===== src/rtl/fpu_sched.sv =====
// fpu_sched: shares one combinational fpu datapath between two requesters.
// One operation is in flight at a time. Its operands and opcode are held on
// the fpu lines for a per-opcode latency. The registered result then returns
// to the issuing requester over a valid/ready response channel.
// Optional feature: define FPU_SCHED_RR_EN for round-robin arbitration.
// Without it, requester 0 has fixed priority.
module fpu_sched #(
  parameter int ADD_LAT = 1,
  parameter int MUL_LAT = 2,
  parameter int DIV_LAT = 8,
  parameter int CVT_LAT = 1
) (
  input  logic        clk,
  input  logic        rst,
  input  logic        req0_valid,
  output logic        req0_ready,
  input  logic [2:0]  req0_op,
  input  logic [63:0] req0_in1,
  input  logic [63:0] req0_in2,
  input  logic        req1_valid,
  output logic        req1_ready,
  input  logic [2:0]  req1_op,
  input  logic [63:0] req1_in1,
  input  logic [63:0] req1_in2,
  output logic [63:0] fpu_in1,
  output logic [63:0] fpu_in2,
  output logic [2:0]  fpu_op,
  input  logic [63:0] fpu_out,
  output logic        rsp_valid,
  input  logic        rsp_ready,
  output logic        rsp_id,
  output logic [63:0] rsp_data,
  output logic        rsp_illegal,
  output logic        busy
);

  typedef enum logic [1:0] {IDLE, EXEC, DONE} state_t;

  state_t      state;
  logic [7:0]  cnt;
  logic        grant;
  logic        accept;
  logic [2:0]  sel_op;
  logic [63:0] sel_in1;
  logic [63:0] sel_in2;

`ifdef FPU_SCHED_RR_EN
  logic        last_grant;
`endif

  // Number of EXEC cycles minus one, so the counter reaching zero marks the last cycle
  function automatic logic [7:0] lat_m1(input logic [2:0] op);
    case (op)
      3'b000, 3'b001: lat_m1 = 8'(ADD_LAT - 1);
      3'b010:         lat_m1 = 8'(MUL_LAT - 1);
      3'b011:         lat_m1 = 8'(DIV_LAT - 1);
      3'b101, 3'b110: lat_m1 = 8'(CVT_LAT - 1);
      default:        lat_m1 = 8'd0;
    endcase
  endfunction

  // Opcodes with no fpu meaning get a one-cycle slot and a zeroed result
  function automatic logic is_illegal(input logic [2:0] op);
    is_illegal = (op == 3'b100) || (op == 3'b111);
  endfunction

  // Choose a requester. Only the valid one wins; a tie goes to the arbitration policy
  always_comb begin
    grant = 1'b0;
    if (req0_valid && req1_valid) begin
`ifdef FPU_SCHED_RR_EN
      grant = ~last_grant;
`else
      grant = 1'b0;
`endif
    end else if (req1_valid) begin
      grant = 1'b1;
    end
  end

  assign req0_ready = (state == IDLE) && !rst && req0_valid && !grant;
  assign req1_ready = (state == IDLE) && !rst && req1_valid && grant;
  assign accept     = req0_ready || req1_ready;

  assign sel_op  = grant ? req1_op  : req0_op;
  assign sel_in1 = grant ? req1_in1 : req0_in1;
  assign sel_in2 = grant ? req1_in2 : req0_in2;

  // Scheduler FSM: accept, hold the fpu lines for the op latency, then present the response
  always_ff @(posedge clk or posedge rst) begin
    if (rst) begin
      state       <= IDLE;
      cnt         <= 8'd0;
      fpu_in1     <= 64'd0;
      fpu_in2     <= 64'd0;
      fpu_op      <= 3'd0;
      rsp_valid   <= 1'b0;
      rsp_id      <= 1'b0;
      rsp_data    <= 64'd0;
      rsp_illegal <= 1'b0;
      busy        <= 1'b0;
`ifdef FPU_SCHED_RR_EN
      last_grant  <= 1'b1;
`endif
    end else begin
      case (state)
        IDLE: begin
          if (accept) begin
            fpu_op  <= sel_op;
            fpu_in1 <= sel_in1;
            fpu_in2 <= sel_in2;
            rsp_id  <= grant;
            cnt     <= lat_m1(sel_op);
            busy    <= 1'b1;
            state   <= EXEC;
`ifdef FPU_SCHED_RR_EN
            last_grant <= grant;
`endif
          end
        end
        EXEC: begin
          if (cnt == 8'd0) begin
            rsp_data    <= is_illegal(fpu_op) ? 64'd0 : fpu_out;
            rsp_illegal <= is_illegal(fpu_op);
            rsp_valid   <= 1'b1;
            state       <= DONE;
          end else begin
            cnt <= cnt - 8'd1;
          end
        end
        DONE: begin
          if (rsp_ready) begin
            rsp_valid <= 1'b0;
            busy      <= 1'b0;
            state     <= IDLE;
          end
        end
        default: begin
          state <= IDLE;
        end
      endcase
    end
  end

endmodule


===== config.mk =====
export PLATFORM = sky130hd
export DESIGN_NAME = fpu_sched
export DESIGN_NICKNAME = d
export VERILOG_FILES = /design/src/rtl/fpu_sched.sv
export SDC_FILE = /design/constraint.sdc
export NUM_CORES = 1
export LEC_CHECK = 0
export ABC_AREA = 0
export CAP_MARGIN = 10
export CELL_PAD_IN_SITES_DETAIL_PLACEMENT = 1
export CELL_PAD_IN_SITES_GLOBAL_PLACEMENT = 2
export CORE_ASPECT_RATIO = 0.6
export CORE_MARGIN = 4
export CORE_UTILIZATION = 24
export DETAILED_ROUTE_END_ITERATION = 8
export GPL_TIMING_DRIVEN = 0
export PLACE_DENSITY_LB_ADDON = 0.08
export SLEW_MARGIN = 20
export SYNTH_ARGS = -nofsm -noshare
export SYNTH_HDL_FRONTEND = slang
export SYNTH_SLANG_ARGS = --single-unit

===== constraint.sdc =====
create_clock -name clk -period 16.4 [get_ports clk]
set_clock_uncertainty 0.2 [all_clocks]
set_input_delay 3.28 -clock clk [delete_from_list [all_inputs] [get_ports clk]]
set_output_delay 3.28 -clock clk [all_outputs]
set_load 0.05 [all_outputs]

==> summary.txt <==
Outcome
  – Status: complete, no violations

Detailed routing
  – Router iterations before antenna repair: 4
  – Vias per inst: 4.40
  – Iteration-0 DRC Markers: 358
  – Met3 wire length: 2540 µm
  – Highest routed layer: met5
  – Routed via count: 8226
  – Residual DRC: 0
  – Overall routed net length: 39700 µm
  – Met1 wire length: 15900 µm
  – Post-DR wirelength/cell: 21.2 µm
  – Met2 routed WL: 20100 µm
  – Post-DRT Antenna Nets: 0

Timing
  – Tcrit/Tclk final: 0.566
  – Final Critical Period: 9.29 ns
  – Final setup vio count: 0
  – Worst rel slew slack: 0.555
  – Slew @ Worst Pin: 0.665 ns
  – Final Hold Fails: 0
  – Max-slew violation count: 0
  – Fmax: 108 MHz
  – Unrepaired setup endpoints after global routing: false
  – Post-Route Setup TNS: 0 ns
  – Final setup margin: 7.11 ns

Placement
  – GPL Wtd Cong: 0.768
  – DP Cell Count: 1830
  – IO buf count: 531
  – Pre-CTS WS: 7.05 ns
  – Final HPWL DP: 31500 µm

CTS
  – PostCTS Resize Cnt: 0
  – CTS Hold Buffers Added: 0
  – Clock Sinks: 209
  – CTS buffer count: 23
  – Clock Latency Late Sink: 0.52 ns
  – Deepest clock path buffer count: 3
  – CTS tree: yes
  – Clock-pin slew on the worst setup and hold paths: 0.06 ns
  – H-tree depth: 1
  – CTS Root Cell: clkbuf_16
  – Postcts setup bufs: 0

Synthesis
  – Top cell type's share of synthesized area: 0.577
  – Warnings from Yosys: 0
  – Seq/Total Area, Yosys: 0.577
  – Syn Inst Count: 793
  – Yosys reg bits: 209
  – Number of flops mapped to enable cells by yosys: 0
  – Library cells used by synthesis: 40
  – Syn_nets: 1126
  – Ys flop type: dfrtp_1
  – Cell Area, Synth: 0.00907 mm²
  – Syn avg cell area: 11.4 µm²
  – Largest area contributor in the netlist: dfrtp_1
  – Async SR Flop Fraction: 1.00
  – Main area contributors after synthesis: dfrtp_1, mux2i_1, a22o_1

Setup path
  – CP max FO: 10
  – Critical-path cell list: clkdlybuf4s50_1 -> nand2b_1 -> buf_2 -> buf_4 -> buf_2 -> nor4_1 -> clkdlybuf4s50_1
  – Worst Path Required: 12.92 ns
  – Arrival @ worst endpoint: 5.81 ns
  – CP Launch Type: input port
  – Crit end category: primary output
  – Critical path's slowest cell: clkdlybuf4s50_1
  – Crit-path max cell delay: 0.91 ns
  – Kind of critical path: input port to primary output

GRT
  – Initial antenna violation count: 3
  – Largest net degree at the start of global routing: 83
  – Total GRT Usage: 0.184
  – Vias in the first global route: 9019
  – Grt ovf: 0
  – Global-route wire length before repair: 57900 µm

Final layout
  – Commonest non-fill, non-tap cells in the layout: clkdlybuf4s50_1, dfrtp_1, nand2_1
  – Antenna cell count: 0
  – Nets: 1684
  – Share of cells above drive strength 1: 0.0658
  – Area Growth Syn to Fin: 74.5%
  – Commonest non-fill, non-tap cell in the layout: clkdlybuf4s50_1
  – Filler cells: 3970
  – Final std cells w/o fill: 1871

Power and ir drop
  – Worst VDD drop: 84.3 µV
  – PnR Total Power: 3.26 mW
  – Pleak: 7.25 nW
  – PD cells: 206 mW/mm²

Die
  – Cell row count: 54
  – DIE AREA: 0.0411 mm²
  – Ports: 532
  – Starting utilization of the core area: 0.246
  – Die height: 159 µm
  – Core area: 0.0368 mm²
  – Die X: 259 µm

Hold path
  – Hold WC Path Type: flop to flop

Job
  – Maxcap violations: 0
-- cells in the mapped netlist (all sizes together), types with 2 or more instances --
cell type / n
xnor2: 3
nand3b: 6
nor2: 8
clkbuf: 16
a2111oi: 2
nand2b: 3
nand2: 137
buf: 42
dfrtp: 209
a22o: 64
o21ai: 133
a21oi: 7
nor3: 2
inv: 7
o21bai: 2
mux2i: 134
ha: 2
-- metrics by stage --
step	hold WS [ns]	cell area [µm²]	utilization
2_1_floorplan	0.327	9070	-
3_3_place_gp	0.259	15000	0.408
3_5_place_dp	0.270	15100	0.410
4_1_cts	0.285	15800	0.430
5_1_grt	0.296	15800	0.430
6_report	0.279	15800	0.430
-- final timing paths --
check,from,endpoint,slack (ns),depth (start not counted)
setup / recovery,req0_valid,req1_ready,7.11,7
hold / removal,fpu_in1[31],fpu_in1[31],0.28,2
setup reg to reg,state[0],fpu_in1[59],13.97,7
hold reg to reg,fpu_in1[31],fpu_in1[31],0.28,2
max in group asynchronous,rst,rsp_data[33],12.15,3
min in group asynchronous,rst,cnt[4],3.07,2
-- flip-flops by register name (all words and copies together) (netlist names) --
name	cells
fpu_in2	64
rsp_valid	1
rsp_data	64
busy	1
rsp_id	1
rsp_illegal	1
state	2
fpu_op	3
fpu_in1	64
cnt	8
-- logic make-up after synthesis --
group / share of synthesized area
compound gates: 0.150
xor+xnor: 0.00386
fa+ha+maj: 0.00276
buf+inv: 0.0408
flops: 0.577
mux: 0.149
simple gates: 0.0770
-- metal layers --
metal | global-route usage | vias up
met5 | 0 | -
met4 | 0.0490 | 6
met3 | 0.0531 | 58
met2 | 0.324 | 236
met1 | 0.224 | 4008
li1 | - | 3918
-- worst max-delay path: cells and delay by family --
| family | cells | cell delay (ns) |
|---|---|---|
| AND/OR/NAND/NOR | 2 | 0.41 |
| buffers and inverters | 5 | 2.11 |
-- power breakdown --
part | switching (mW) | internal [mW] | leakage (nW)
Combinational | 1.20 | 0.629 | 4.25
Clock | 0.222 | 0.308 | 0.375
Sequential | 0.138 | 0.759 | 2.63
-- layout make-up --
cell class,count,area (µm²),area share
Timing Repair Buffer,533,5370,0.339
Sequential cell,209,5230,0.330
Multi-Input combinational cell,519,3470,0.219
Clock buffer,32,649,0.0410
Tap cell,504,631,0.0398
Buffer,58,344,0.0217
Clock inverter,9,103,0.00648
Inverter,7,33.8,0.00213
Note: power is estimated with default switching activity, not from simulation.
